$ cat src/rtl/gte_mul_sequencer_pkg.sv
// gte_seq_pkg: shared types and constants for the GTE multiply-select sequencer.
//   - supported GTE opcodes
//   - left/right operand-mux codes
//   - gteStepWord: one selector word as issued to the multiply datapath
//   - FSM state encoding
package gte_seq_pkg;

    localparam logic [5:0] OP_RTPS  = 6'h01;
    localparam logic [5:0] OP_NCLIP = 6'h06;
    localparam logic [5:0] OP_DPCS  = 6'h10;
    localparam logic [5:0] OP_MVMVA = 6'h12;
    localparam logic [5:0] OP_SQR   = 6'h28;
    localparam logic [5:0] OP_AVSZ3 = 6'h2D;
    localparam logic [5:0] OP_AVSZ4 = 6'h2E;

    // left operand codes
    localparam logic [3:0] L_MAT0  = 4'd0;
    localparam logic [3:0] L_MAT1  = 4'd1;
    localparam logic [3:0] L_MAT2  = 4'd2;
    localparam logic [3:0] L_COLOR = 4'd3;
    localparam logic [3:0] L_IRN   = 4'd4;
    localparam logic [3:0] L_SZ    = 4'd5;
    localparam logic [3:0] L_DQA   = 4'd6;
    localparam logic [3:0] L_4096  = 4'd7;
    localparam logic [3:0] L_SX    = 4'd8;

    // right operand codes
    localparam logic [3:0] R_VCOMP = 4'd0;
    localparam logic [3:0] R_TMP   = 4'd1;
    localparam logic [3:0] R_Z3    = 4'd2;
    localparam logic [3:0] R_Z4    = 4'd3;
    localparam logic [3:0] R_ZERO  = 4'd4;
    localparam logic [3:0] R_IRN   = 4'd5;
    localparam logic [3:0] R_IR0   = 4'd6;
    localparam logic [3:0] R_COLOR = 4'd7;
    localparam logic [3:0] R_SYA   = 4'd8;
    localparam logic [3:0] R_SYB   = 4'd9;

    typedef struct packed {
        logic [1:0] mat;
        logic [1:0] vcompo;
        logic [3:0] selLeft;
        logic [3:0] selRight;
        logic       isMVMVA;
        logic       last;
    } gteStepWord;

    typedef enum logic [1:0] {IDLE, ISSUE, DRAIN, ERR} gte_seq_state_e;

endpackage

$ cat src/rtl/gte_mul_sequencer_if.sv
// gte_mul_sequencer_if: command/selector bundle between the GTE command decoder
// (master) and the multiply-select sequencer (slave).
//   i_start/i_opcode/i_mx/i_vec : command request and MVMVA overrides
//   i_stall                     : datapath hold
//   o_busy/o_valid/o_step/o_last: sequencing status
//   o_mat/o_vcompo/o_selLeft/o_selRight/o_isMVMVA : selector word
//   o_done/o_err                : completion pulse / unsupported-opcode flag
interface gte_mul_sequencer_if;
    logic       i_start;
    logic [5:0] i_opcode;
    logic [1:0] i_mx;
    logic [1:0] i_vec;
    logic       i_stall;
    logic       o_busy;
    logic       o_valid;
    logic       o_isMVMVA;
    logic [1:0] o_mat;
    logic [1:0] o_vcompo;
    logic [3:0] o_selLeft;
    logic [3:0] o_selRight;
    logic [2:0] o_step;
    logic       o_last;
    logic       o_done;
    logic       o_err;

    modport master (
        output i_start, i_opcode, i_mx, i_vec, i_stall,
        input  o_busy, o_valid, o_isMVMVA, o_mat, o_vcompo, o_selLeft, o_selRight,
               o_step, o_last, o_done, o_err
    );

    modport slave (
        input  i_start, i_opcode, i_mx, i_vec, i_stall,
        output o_busy, o_valid, o_isMVMVA, o_mat, o_vcompo, o_selLeft, o_selRight,
               o_step, o_last, o_done, o_err
    );
endinterface

$ cat src/rtl/gte_mul_sequencer_rom.sv
// gte_seq_rom: combinational step table.
//   in : opcode, step index, MVMVA mx/vec overrides
//   out: word (selector word for that step, zero past the last step),
//        supported (opcode is one the sequencer knows)
module gte_seq_rom
    import gte_seq_pkg::*;
(
    input  logic [5:0] opcode,
    input  logic [2:0] step,
    input  logic [1:0] mx,
    input  logic [1:0] vec,
    output gteStepWord word,
    output logic       supported
);
    always_comb begin
        word      = '0;
        supported = 1'b1;
        case (opcode)
            OP_MVMVA: if (step <= 3'd2) begin
                word.selLeft  = {1'b0, step};     // MAT column 0..2
                word.selRight = R_VCOMP;
                word.mat      = mx;
                word.vcompo   = vec;
                word.isMVMVA  = 1'b1;
                word.last     = (step == 3'd2);
            end
            OP_RTPS: begin
                if (step <= 3'd2) begin
                    word.selLeft  = {1'b0, step};
                    word.selRight = R_VCOMP;
                end else if (step == 3'd3) begin
                    word.selLeft  = L_DQA;
                    word.selRight = R_TMP;
                    word.last     = 1'b1;
                end
            end
            OP_NCLIP: begin
                if (step == 3'd0) begin
                    word.selLeft  = L_SX;
                    word.selRight = R_SYA;
                end else if (step == 3'd1) begin
                    word.selLeft  = L_SX;
                    word.selRight = R_SYB;
                    word.last     = 1'b1;
                end
            end
            OP_DPCS: begin
                if (step == 3'd0) begin
                    word.selLeft  = L_4096;
                    word.selRight = R_COLOR;
                end else if (step == 3'd1) begin
                    word.selLeft  = L_IRN;
                    word.selRight = R_IR0;
                    word.last     = 1'b1;
                end
            end
            OP_SQR: if (step == 3'd0) begin
                word.selLeft  = L_IRN;
                word.selRight = R_IRN;
                word.last     = 1'b1;
            end
            OP_AVSZ3: if (step == 3'd0) begin
                word.selLeft  = L_SZ;
                word.selRight = R_Z3;
                word.last     = 1'b1;
            end
            OP_AVSZ4: if (step == 3'd0) begin
                word.selLeft  = L_SZ;
                word.selRight = R_Z4;
                word.last     = 1'b1;
            end
            default: supported = 1'b0;
        endcase
    end
endmodule

$ cat src/rtl/gte_mul_sequencer.sv
// gte_mul_sequencer: issues one selector word per unstalled cycle for each
// accepted GTE command, then waits P_DRAIN cycles for the multiplier pipeline
// before pulsing o_done. Unsupported opcodes finish in one cycle with o_err.
//   i_clk, i_rst : clock, synchronous active-high reset
//   bus          : gte_mul_sequencer_if.slave (command in, selector word out)
module gte_mul_sequencer
    import gte_seq_pkg::*;
#(
    parameter int P_DRAIN = 2
) (
    input  logic                  i_clk,
    input  logic                  i_rst,
    gte_mul_sequencer_if.slave    bus
);
    gte_seq_state_e state_q, state_d;
    logic [5:0]     op_q;
    logic [1:0]     mx_q, vec_q;
    logic [2:0]     step_q, drain_q;
    gteStepWord     word_q;

    logic [5:0]     rom_op;
    logic [1:0]     rom_mx, rom_vec;
    logic [2:0]     rom_step;
    gteStepWord     rom_word;
    logic           rom_ok;

    logic accept, advance, drain_done;

    assign accept     = (state_q == IDLE)  && bus.i_start;
    assign advance    = (state_q == ISSUE) && !bus.i_stall;
    assign drain_done = (state_q == DRAIN) && (drain_q == 3'(P_DRAIN));

    // One table lookup: in IDLE it decodes the incoming command (step 0),
    // otherwise it looks ahead to the step after the one being presented.
    always_comb begin
        if (state_q == IDLE) begin
            rom_op   = bus.i_opcode;
            rom_mx   = bus.i_mx;
            rom_vec  = bus.i_vec;
            rom_step = 3'd0;
        end else begin
            rom_op   = op_q;
            rom_mx   = mx_q;
            rom_vec  = vec_q;
            rom_step = step_q + 3'd1;
        end
    end

    gte_seq_rom u_rom (
        .opcode    (rom_op),
        .step      (rom_step),
        .mx        (rom_mx),
        .vec       (rom_vec),
        .word      (rom_word),
        .supported (rom_ok)
    );

    always_ff @(posedge i_clk) begin
        if (i_rst) state_q <= IDLE;
        else       state_q <= state_d;
    end

    always_comb begin
        state_d = state_q;
        case (state_q)
            IDLE:    if (accept) state_d = rom_ok ? ISSUE : ERR;
            ISSUE:   if (advance && word_q.last) state_d = DRAIN;
            DRAIN:   if (drain_done) state_d = IDLE;
            ERR:     state_d = IDLE;
            default: state_d = IDLE;
        endcase
    end

    always_ff @(posedge i_clk) begin
        if (i_rst) begin
            op_q    <= '0;
            mx_q    <= '0;
            vec_q   <= '0;
            step_q  <= '0;
            drain_q <= '0;
            word_q  <= '0;
        end else begin
            case (state_q)
                IDLE: if (accept) begin
                    op_q    <= bus.i_opcode;
                    mx_q    <= bus.i_mx;
                    vec_q   <= bus.i_vec;
                    step_q  <= '0;
                    drain_q <= '0;
                    word_q  <= rom_word;   // already zero for unsupported opcodes
                end
                ISSUE: if (advance) begin
                    if (word_q.last) begin
                        // selector outputs go quiet while draining
                        step_q <= '0;
                        word_q <= '0;
                    end else begin
                        step_q <= step_q + 3'd1;
                        word_q <= rom_word;
                    end
                end
                DRAIN: if (!bus.i_stall && !drain_done) drain_q <= drain_q + 3'd1;
                default: ;
            endcase
        end
    end

    assign bus.o_busy     = (state_q != IDLE);
    assign bus.o_valid    = advance;
    assign bus.o_isMVMVA  = word_q.isMVMVA;
    assign bus.o_mat      = word_q.mat;
    assign bus.o_vcompo   = word_q.vcompo;
    assign bus.o_selLeft  = word_q.selLeft;
    assign bus.o_selRight = word_q.selRight;
    assign bus.o_step     = step_q;
    assign bus.o_last     = word_q.last;
    assign bus.o_done     = drain_done || (state_q == ERR);
    assign bus.o_err      = (state_q == ERR);
endmodule

$ cat src/flat_wrapper.sv
// flat-port wrapper written by rule: the top's interface ports become plain ports
module gte_mul_sequencer_flat import gte_seq_pkg::*;
#(
    parameter int P_DRAIN = 2
)
  (i_clk, i_rst, bus_i_start, bus_i_opcode, bus_i_mx, bus_i_vec, bus_i_stall, bus_o_busy, bus_o_valid, bus_o_isMVMVA, bus_o_mat, bus_o_vcompo, bus_o_selLeft, bus_o_selRight, bus_o_step, bus_o_last, bus_o_done, bus_o_err);
  gte_mul_sequencer_if bus_i ();
  input  logic i_clk;
  input  logic i_rst;
  input wire logic [$bits(bus_i.i_start)-1:0] bus_i_start;
  input wire logic [$bits(bus_i.i_opcode)-1:0] bus_i_opcode;
  input wire logic [$bits(bus_i.i_mx)-1:0] bus_i_mx;
  input wire logic [$bits(bus_i.i_vec)-1:0] bus_i_vec;
  input wire logic [$bits(bus_i.i_stall)-1:0] bus_i_stall;
  output wire logic [$bits(bus_i.o_busy)-1:0] bus_o_busy;
  output wire logic [$bits(bus_i.o_valid)-1:0] bus_o_valid;
  output wire logic [$bits(bus_i.o_isMVMVA)-1:0] bus_o_isMVMVA;
  output wire logic [$bits(bus_i.o_mat)-1:0] bus_o_mat;
  output wire logic [$bits(bus_i.o_vcompo)-1:0] bus_o_vcompo;
  output wire logic [$bits(bus_i.o_selLeft)-1:0] bus_o_selLeft;
  output wire logic [$bits(bus_i.o_selRight)-1:0] bus_o_selRight;
  output wire logic [$bits(bus_i.o_step)-1:0] bus_o_step;
  output wire logic [$bits(bus_i.o_last)-1:0] bus_o_last;
  output wire logic [$bits(bus_i.o_done)-1:0] bus_o_done;
  output wire logic [$bits(bus_i.o_err)-1:0] bus_o_err;
  assign bus_i.i_start = bus_i_start;
  assign bus_i.i_opcode = bus_i_opcode;
  assign bus_i.i_mx = bus_i_mx;
  assign bus_i.i_vec = bus_i_vec;
  assign bus_i.i_stall = bus_i_stall;
  assign bus_o_busy = bus_i.o_busy;
  assign bus_o_valid = bus_i.o_valid;
  assign bus_o_isMVMVA = bus_i.o_isMVMVA;
  assign bus_o_mat = bus_i.o_mat;
  assign bus_o_vcompo = bus_i.o_vcompo;
  assign bus_o_selLeft = bus_i.o_selLeft;
  assign bus_o_selRight = bus_i.o_selRight;
  assign bus_o_step = bus_i.o_step;
  assign bus_o_last = bus_i.o_last;
  assign bus_o_done = bus_i.o_done;
  assign bus_o_err = bus_i.o_err;
  gte_mul_sequencer #(.P_DRAIN(P_DRAIN)) u_core (.i_clk(i_clk), .i_rst(i_rst), .bus(bus_i));
endmodule
$ cat config.mk
export PLATFORM = sky130hd
export DESIGN_NAME = gte_mul_sequencer_flat
export DESIGN_NICKNAME = d
export VERILOG_FILES = /design/src/rtl/gte_mul_sequencer_pkg.sv /design/src/rtl/gte_mul_sequencer_if.sv /design/src/rtl/gte_mul_sequencer_rom.sv /design/src/rtl/gte_mul_sequencer.sv /design/src/flat_wrapper.sv
export SDC_FILE = /design/constraint.sdc
export NUM_CORES = 1
export LEC_CHECK = 0
export CAP_MARGIN = 10
export CORE_MARGIN = 2
export CORE_UTILIZATION = 58
export CTS_BUF_LIST = sky130_fd_sc_hd__clkbuf_4
export DETAILED_ROUTE_END_ITERATION = 10
export GPL_TIMING_DRIVEN = 0
export PLACE_DENSITY = 0.95
export REMOVE_ABC_BUFFERS = 1
export SETUP_SLACK_MARGIN = 0.2
export SYNTH_ARGS = -nofsm -noshare
export SYNTH_HDL_FRONTEND = slang
export SYNTH_SLANG_ARGS = --single-unit
$ cat constraint.sdc
create_clock -name i_clk -period 3.8 [get_ports i_clk]
set_clock_uncertainty 0.2 [all_clocks]
set_input_delay 1.14 -clock i_clk [delete_from_list [all_inputs] [get_ports i_clk]]
set_output_delay 1.14 -clock i_clk [all_outputs]
set_load 0.005 [all_outputs]
# == After elaboration in Yosys (flattened, before gate mapping) ==
# Index checks and enable logic that the tools add are counted.
# totals
ff_bits,32
inputBits,14
out_inout_bits,21
wordCells,93
# op_classes
addsub,2
order_cmp,1
eq_ne,19
mux,39
reduce_logical,20
# op_table
cell,n
$mux W14,4
$pmux W8 S7,1
$mux W7,6
$pmux W14 S2,1
$mux W8,3
$eq A6 B6 Y1 const B,3
$mux W3,5
$eq A6 B5 Y1 const B,2
$mux W2,6
$pmux W3 S2,2
$eq A3 B2 Y1 const B,3
$reduce_and A3 Y1,3
$pmux W2 S4,1
$mux W1,7
$reduce_or A7 Y1,1
$add A3 B1 Y3 const B,2
$eq A6 B1 Y1 const B,1
$eq A6 B3 Y1 const B,1
$mux W6,1
$ne A2 B1 Y1 const B,3
$reduce_bool A2 Y1,3
$logic_and A1 B1 Y1,5
$eq A2 B2 Y1 const B,2
$mux W4,1
other kinds (12),14

# == Logic depth before layout (Yosys ltp) ==
# Gate-level depths: netlist of the first run.
# logic_depth
depth_word,9
mapped_depth,9

# == Hierarchy ==
# A second synthesis of the first run with hierarchy kept.
# hier_totals
hier_cells,233
area_unflattened_um2,1984.4
# modules_own_cells
module,n_inst,cells_each,area_per_inst_um2,seq_area_each_um2
gte_mul_sequencer,1,173,1597.8,640.6
gte_seq_rom,1,60,386.6,0.0

# == Worst setup path after synthesis of the first run ==
# Ideal clock, no wire load.
# synth_timing
kind,input -> register
start,input bus_i_opcode[2]
end,register u_core.word_q (netlist bit u_core.bus.o_selLeft[1])
setup_ps,86
arrival_time_ps,2613
required_time_ps,3514
slack_ps,900
cell_stages,6
n_path_buf,0
path_cell_list,or4b_4 > o21a_4 > a2111oi_4 > a21oi_1 > or2_0 > a221oi_2
# synth_via
elab_chain_len,6
# synth_rtl
element,line,rtl
"start, declared",flat_wrapper.sv:11,input wire logic [$bits(bus_i.i_opcode)-1:0] bus_i_opcode;
$mux W6 *,gte_mul_sequencer.sv:36,if (state_q == IDLE) begin
"$eq A6 B6 Y1, or another cell as far along",gte_mul_sequencer_rom.sv:18,case (opcode)
$pmux W8 S7 *,gte_mul_sequencer_rom.sv:18,
$mux W14,gte_mul_sequencer.sv:93,if (word_q.last) begin
$mux W14,gte_mul_sequencer.sv:92,ISSUE: if (advance) begin
$pmux W14 S2 *,gte_mul_sequencer.sv:83,case (state_q)
"end signal, assigned",gte_mul_sequencer.sv:90,word_q <= rom_word;
"end signal, assigned",gte_mul_sequencer.sv:99,word_q <= rom_word;
"end, declared",gte_mul_sequencer.sv:19,gteStepWord word_q;
# Mark *: on every way between the ends. The rest lies on a longest branch, timed or not. The select of a mux whose other input is x is not followed.
# A chain may end at the register's enable or synchronous reset.

# == Final worst setup path of the first run ==
# layout_timing
start,register u_core.state_q[0]
end,output bus_o_busy
# layout_via
elab_chain_len,1
# layout_rtl
element,line,rtl
"start, declared",gte_mul_sequencer.sv:15,"gte_seq_state_e state_q, state_d;"
"start signal, assigned",gte_mul_sequencer.sv:60,else state_q <= state_d;
$reduce_bool A2 Y1,gte_mul_sequencer.sv:108,assign bus.o_busy = (state_q != IDLE);
"end, declared",flat_wrapper.sv:15,output wire logic [$bits(bus_i.o_busy)-1:0] bus_o_busy;
# No other way between the ends.

==> results.sh, run 1 <==
export IMPL_run_status="finished, final reports clean"
export IMPL_reg2reg_to="u_core.bus.o_mat[1]"
export IMPL_post_synth_inst_count=235
export IMPL_num_io_pins=35
export IMPL_cts_max_path_buffers=2
export IMPL_worstSetupEndpointType="output pin"
export IMPL_antenna_found_initial=0
export IMPL_setup_slack_ns=0.378
export IMPL_clk_pin_slew_ns=0.10
export IMPL_first_iter_violations=90
export IMPL_wire_per_inst_um=13.7
export IMPL_final_layout_size_suffix_gt1_frac=0.106
export IMPL_worst_skew_pair_late_latency_ns=0.34
export IMPL_power_per_cell_area_nw_per_um2=347
export IMPL_crit_fanout=19
export IMPL_nNetsFinal=281
export IMPL_worstPathArrival_ns=2.08
export IMPL_die_area_sq_um=3640
export IMPL_chipWidth_um=60.4
export IMPL_tritoncts_num_buffers=5
export IMPL_hold_depth=2
export IMPL_gr_total_overflow=0
export IMPL_combPwrFrac=0.281
export IMPL_die_h_um=60.4
export IMPL_required_ns=2.46
export IMPL_drv_max_cap_violation_count=0
export IMPL_worstSetupPathType="register to output pin"
export IMPL_post_cts_repair_setup_buffers=0
export IMPL_postSynth_asyncResetShare=0
export IMPL_floorplan_rows=20
export IMPL_syn2layout_area_growth_pct=22.8
export IMPL_routed_via_count=1778
export IMPL_cts_sink_count=31
export IMPL_port_buffer_count=34
export IMPL_max_clock_freq_mhz=292
export IMPL_layout_cells_most_common="sky130_fd_sc_hd__nand2_1"
export IMPL_diodes=0
export IMPL_tritoncts_clock_tree="done"
export IMPL_maxSlewViolCount=0
export IMPL_via_per_inst=5.75
export IMPL_grt_pass1_wl_um=6930
export IMPL_leakagePower_uw=0.000781
export IMPL_start_util=0.608
export IMPL_dr_pass1_iters=4
export IMPL_transition_time_at_the_pin_with_the_least_slew_margin_ns=0.703
export IMPL_synth_seq_cells=31
export IMPL_setup_tns_ns=0
export IMPL_grt_use_met1=0.308
export IMPL_worst_hold_path_endpoint="u_core.bus.o_vcompo[0]"
export IMPL_ctsRootBufferMaster="sky130_fd_sc_hd__clkbuf_4"
export IMPL_fin_crit_ns=3.42
export IMPL_leading_register_cell_type_out_of_synthesis="sky130_fd_sc_hd__dfxtp_1"
export IMPL_min_from="u_core.bus.o_vcompo[0]"
export IMPL_route_antenna_remaining_nets=0
export IMPL_cts_hold_buffers_added=0
export IMPL_total_power_uw=784
export IMPL_global_route_peak_usage_layer="met2"
export IMPL_netlist_area_sq_um=1840
export IMPL_most_common_layout_cells="sky130_fd_sc_hd__nand2_1 (47), sky130_fd_sc_hd__clkdlybuf4s50_1 (33), sky130_fd_sc_hd__dfxtp_1 (29)"
export IMPL_power_internal_uw=510
export IMPL_postSynthAreaPerCell_sq_um=7.84
export IMPL_placedCellCount=300
export IMPL_placeableCoreArea_sq_um=3030
export IMPL_power_frac_clock=0.252
export IMPL_worst_r2r_startpoint="u_core.state_q[0]"
export IMPL_synth_yosys_seq_area_share=0.337
export IMPL_worst_slew_margin_rel=0.530
export IMPL_grt_max_degree=36
export IMPL_fillCellCount=230
export IMPL_number_of_global_route_vias_before_repair=1603
export IMPL_finalHoldWorstSlack_ns=0.254
export IMPL_finalSetupViolations=0
export IMPL_globalplace_congestion=0.894
export IMPL_netSwitchingPower_uw=275
export IMPL_synth_edff_count=0
export IMPL_share_of_the_cycle_needed_by_the_critical_path_after_routing=0.900
export IMPL_rrSetupSlack_ns=1.00
export IMPL_global_route_usage_met3=0.0768
export IMPL_met2_usage_grt=0.405
export IMPL_startpoint_type="register"
export IMPL_final_cells=309
export IMPL_synth_cell_type_count=54
export IMPL_gr_usage_all_layers=0.253
export IMPL_power_ir_vdd_worst_v=0.000173
export IMPL_drt_total_wl_um=4240
export IMPL_post_route_drc_count=0
export IMPL_setup_ws_pre_cts_ns=0.117
export IMPL_hold_viol=0
export IMPL_r2r_worst_path_cells=7
export IMPL_min_delay_path_class="register to register"
export IMPL_power_switching_fraction=0.350
export IMPL_ctsHtreeMaxLevel=2
export IMPL_dp_hpwl_um=2990
export IMPL_rsz0062_at_grt="no"
export IMPL_seq_power_share=0.467
export IMPL_synth_warnings=0
-- layer usage --
| layer | vias up | wire [um] |
|---|---|---|
| met1 | 822 | 1870 |
| met4 | 0 | 62 |
| li1 | 891 | - |
| met2 | 60 | 2070 |
| met3 | 5 | 246 |
| met5 | - | 0 |
-- worst max-delay path, stage by stage (launching register included) --
cell                              delay [ns]
sky130_fd_sc_hd__dfxtp_2                0.58
sky130_fd_sc_hd__nor2_4                 0.15
sky130_fd_sc_hd__inv_1                  0.41
sky130_fd_sc_hd__clkdlybuf4s50_1        0.60
-- power by group through the flow --
stage / sequential, uW / clock, uW / combinational [uW]
after floorplan: 364 / 0 / 144
after global placement: 369 / 0 / 207
after detailed placement: 371 / 0 / 213
after CTS: 364 / 202 / 215
after global routing: 370 / 215 / 240
final: 366 / 198 / 220
-- how the worst max path moves through the flow --
stage,to,start,slack (ns),cells after the start
2_1_floorplan,u_core.bus.o_selLeft[1],bus_i_opcode[2],0.90,6
3_3_place_gp,bus_o_valid,bus_i_stall,0.23,3
3_5_place_dp,u_core.bus.o_mat[1],bus_i_start,0.12,7
4_1_cts,bus_o_valid,bus_i_stall,0.21,3
6_report,bus_o_busy,u_core.state_q[0],0.38,3
5_1_grt,bus_o_busy,u_core.state_q[0],0.28,3
-- kinds of logic after synthesis --
kind of cell | Yosys count | synth area share
simple gates | 102 | 0.283
flops | 31 | 0.337
fa+ha+maj | 3 | 0.0204
xor+xnor | 4 | 0.0190
compound gates | 68 | 0.270
buf+inv | 25 | 0.0591
mux | 2 | 0.0115
-- repair_timing --
action / in CTS / in global routing
pin swaps: 0 / 1
gates resized for setup: 2 / 3
endpoints found under the setup margin: 1 / 2
-- area by class of cell --
type	count	area, sq um	area share
clock buffer	7	52.6	0.0232
clock inverter	1	5.00	0.00221
inverter	12	45.0	0.0199
multi-input combinational	179	1120	0.496
sequential	31	623	0.276
tap	44	55.1	0.0243
timing repair buffer	35	358	0.158
-- through the flow --
| stage | utilization | instance area, sq um |
|---|---|---|
| floorplan | - | 1780 |
| global placement | 0.718 | 2170 |
| detailed placement | 0.718 | 2170 |
| CTS | 0.739 | 2240 |
| global route | 0.747 | 2260 |
| finish | 0.747 | 2260 |
-- registers in the layout, indices dropped and copies added, names as in the netlist --
register and flops:
u_core.state_q 2, u_core.bus.o_last 1, u_core.bus.o_vcompo 2, u_core.drain_q 3, u_core.mx_q 2, u_core.bus.o_selLeft 4
u_core.bus.o_selRight 3, u_core.op_q 6, u_core.bus.o_mat 2, u_core.vec_q 2, u_core.bus.o_step 3, u_core.bus.o_isMVMVA 1
-- Yosys cell counts (5+ instances only) --
cell                       count  area [sq um]
sky130_fd_sc_hd__nand2_1      47           176
sky130_fd_sc_hd__dfxtp_1      31           621
sky130_fd_sc_hd__a21oi_1      26           130
sky130_fd_sc_hd__nor2_1       15          56.3
sky130_fd_sc_hd__inv_1        12          45.0
sky130_fd_sc_hd__o21ai_0       8          40.0
sky130_fd_sc_hd__clkbuf_1      7          26.3
sky130_fd_sc_hd__o31ai_1       6          45.0
sky130_fd_sc_hd__a21o_1        5          37.5
sky130_fd_sc_hd__nor3_1        5          25.0
Note: power is estimated with default switching activity, not from simulation.
==> run 2: changes to the inputs <==
--- a/config.mk
+++ b/config.mk
@@ -5,7 +5,7 @@
 export SDC_FILE = /design/constraint.sdc
 export NUM_CORES = 1
 export LEC_CHECK = 0
-export CAP_MARGIN = 10
+export CAP_MARGIN = 20
 export CORE_MARGIN = 2
 export CORE_UTILIZATION = 58
 export CTS_BUF_LIST = sky130_fd_sc_hd__clkbuf_4
@@ -13,7 +13,7 @@
 export GPL_TIMING_DRIVEN = 0
 export PLACE_DENSITY = 0.95
 export REMOVE_ABC_BUFFERS = 1
-export SETUP_SLACK_MARGIN = 0.2
+export SETUP_SLACK_MARGIN = 0.05
 export SYNTH_ARGS = -nofsm -noshare
 export SYNTH_HDL_FRONTEND = slang
 export SYNTH_SLANG_ARGS = --single-unit
==> results.sh, run 2 (synthesis gave the netlist of run 1 again) <==
export IMPL_cts_hold_buffers_added=0
export IMPL_crit_fanout=3
export IMPL_drv_max_cap_violation_count=0
export IMPL_syn2layout_area_growth_pct=22.3
export IMPL_power_ir_vdd_worst_v=0.000214
export IMPL_via_per_inst=5.73
export IMPL_start_util=0.608
export IMPL_tritoncts_num_buffers=5
export IMPL_ctsHtreeMaxLevel=2
export IMPL_rsz0062_at_grt="no"
export IMPL_placeableCoreArea_sq_um=3030
export IMPL_finalSetupViolations=0
export IMPL_num_io_pins=35
export IMPL_clk_pin_slew_ns=0.09
export IMPL_run_status="finished, final reports clean"
export IMPL_cts_sink_count=31
export IMPL_top_register="u_core.op_q"
export IMPL_globalplace_congestion=0.894
export IMPL_postPlaceCellArea_sq_um=2190
export IMPL_min_delay_path_class="register to register"
export IMPL_chipWidth_um=60.4
export IMPL_largest_register_ffs=6
export IMPL_worst_skew_pair_late_latency_ns=0.34
export IMPL_drt_total_wl_um=4230
export IMPL_wire_per_inst_um=13.7
export IMPL_met2_usage_grt=0.421
export IMPL_most_common_layout_cells="sky130_fd_sc_hd__nand2_1 (47), sky130_fd_sc_hd__clkdlybuf4s50_1 (34), sky130_fd_sc_hd__dfxtp_1 (30)"
export IMPL_leakagePower_uw=0.000762
export IMPL_global_route_usage_met3=0.0682
export IMPL_port_buffer_count=34
export IMPL_worst_slew_margin_rel=0.514
export IMPL_antenna_found_initial=0
export IMPL_first_iter_violations=141
export IMPL_reg2reg_to="u_core.bus.o_mat[1]"
export IMPL_gr_usage_all_layers=0.260
export IMPL_worst_r2r_startpoint="u_core.state_q[1]"
export IMPL_post_route_drc_count=0
export IMPL_fin_area_sq_um=2250
export IMPL_worstSetupEndpointType="output pin"
export IMPL_worstPathArrival_ns=2.26
export IMPL_dp_hpwl_um=3120
export IMPL_grt_pass1_wl_um=7050
export IMPL_nNetsFinal=281
export IMPL_startpoint_type="primary input"
export IMPL_gr_total_overflow=0
export IMPL_floorplan_rows=20
export IMPL_worstSetupPathType="primary input to output pin"
export IMPL_max_clock_freq_mhz=278
export IMPL_fillCellCount=232
export IMPL_hold_depth=2
export IMPL_tritoncts_clock_tree="done"
export IMPL_die_area_sq_um=3640
export IMPL_grt_max_degree=23
export IMPL_route_antenna_remaining_nets=0
export IMPL_rrSetupSlack_ns=0.86
export IMPL_number_of_global_route_vias_before_repair=1615
export IMPL_setup_tns_ns=0
export IMPL_hold_viol=0
export IMPL_r2r_worst_path_cells=7
export IMPL_global_route_peak_usage_layer="met2"
export IMPL_grt_use_met1=0.317
export IMPL_cts_max_path_buffers=2
export IMPL_layout_cells_most_common="sky130_fd_sc_hd__nand2_1"
export IMPL_post_cts_resized=0
export IMPL_die_h_um=60.4
export IMPL_min_from="u_core.bus.o_vcompo[0]"
export IMPL_maxSlewViolCount=0
export IMPL_power_per_cell_area_nw_per_um2=348
export IMPL_worst_hold_path_endpoint="u_core.bus.o_vcompo[0]"
export IMPL_final_layout_size_suffix_gt1_frac=0.0981
export IMPL_routed_via_count=1772
export IMPL_diodes=0
export IMPL_critPathLaunch="bus_i_stall"
export IMPL_fin_crit_ns=3.60
export IMPL_ctsRootBufferMaster="sky130_fd_sc_hd__clkbuf_4"
export IMPL_layout_core_utilization=0.744
export IMPL_dr_pass1_iters=4
export IMPL_finalHoldWorstSlack_ns=0.256
export IMPL_post_cts_repair_setup_buffers=0
export IMPL_share_of_the_cycle_needed_by_the_critical_path_after_routing=0.947
export IMPL_transition_time_at_the_pin_with_the_least_slew_margin_ns=0.726
export IMPL_required_ns=2.46
==> run 2: cell types whose count changed in the layout (fill, tap and decap cells not counted) <==
cell	change
sky130_fd_sc_hd__clkdlybuf4s50_1	+1
sky130_fd_sc_hd__dfxtp_1	+1
sky130_fd_sc_hd__dfxtp_2	-1
sky130_fd_sc_hd__dlymetal6s2s_1	-1
sky130_fd_sc_hd__nor3_1	+1
sky130_fd_sc_hd__nor3_2	-1
==> run 2: report_power, final <==
| group | total [uW] | internal (uW) | switching, uW | leakage [uW] |
|---|---|---|---|---|
| Combinational | 218 | 83.8 | 134 | 0.000474 |
| Clock | 201 | 86.2 | 115 | 0.0000361 |
| Sequential | 365 | 339 | 25.9 | 0.000252 |
| Total | 784 | 509 | 275 | 0.000762 |
==> run 2: per-layer routing <==
layer / vias up / part of all wire
met5: - / 0
met4: 0 / 0.017
met3: 6 / 0.051
met2: 53 / 0.49
met1: 817 / 0.44
li1: 896 / -
==> run 2: worst max path at each step <==
| stage | endpoint | slack, ns | depth (start not counted) |
|---|---|---|---|
| 3_5_place_dp | u_core.bus.o_mat[1] | 0.11 | 7 |
| 5_1_grt | bus_o_busy | 0.08 | 3 |
| 4_1_cts | bus_o_busy | 0.06 | 3 |
| 6_report | bus_o_valid | 0.20 | 3 |
| 2_1_floorplan | u_core.bus.o_selLeft[1] | 0.90 | 6 |
| 3_3_place_gp | bus_o_valid | 0.23 | 3 |
==> run 2: metrics by stage <==
step | power [uW] | setup slack, ns | cells
floorplan | 509 | 0.900 | 222
global placement | 576 | 0.226 | 300
detailed placement | 585 | 0.114 | 301
CTS | 784 | 0.0586 | 309
global route | 829 | 0.0776 | 309
finish | 784 | 0.203 | 309
==> run 2: layout make-up <==
class / instances / area, sq um / share of cell area
Multi-Input combinational cell: 179 / 1120 / 0.496
Clock buffer: 7 / 52.6 / 0.0233
Inverter: 12 / 45.0 / 0.0200
Sequential cell: 31 / 622 / 0.276
Clock inverter: 1 / 5.00 / 0.00222
Timing Repair Buffer: 35 / 355 / 0.158
Tap cell: 44 / 55.1 / 0.0244
==> run 2: worst max-delay path, cell delays in order <==
cell and delay [ns]:
sky130_fd_sc_hd__clkdlybuf4s50_1 0.45, sky130_fd_sc_hd__nor3_1 0.14, sky130_fd_sc_hd__clkdlybuf4s50_1 0.52
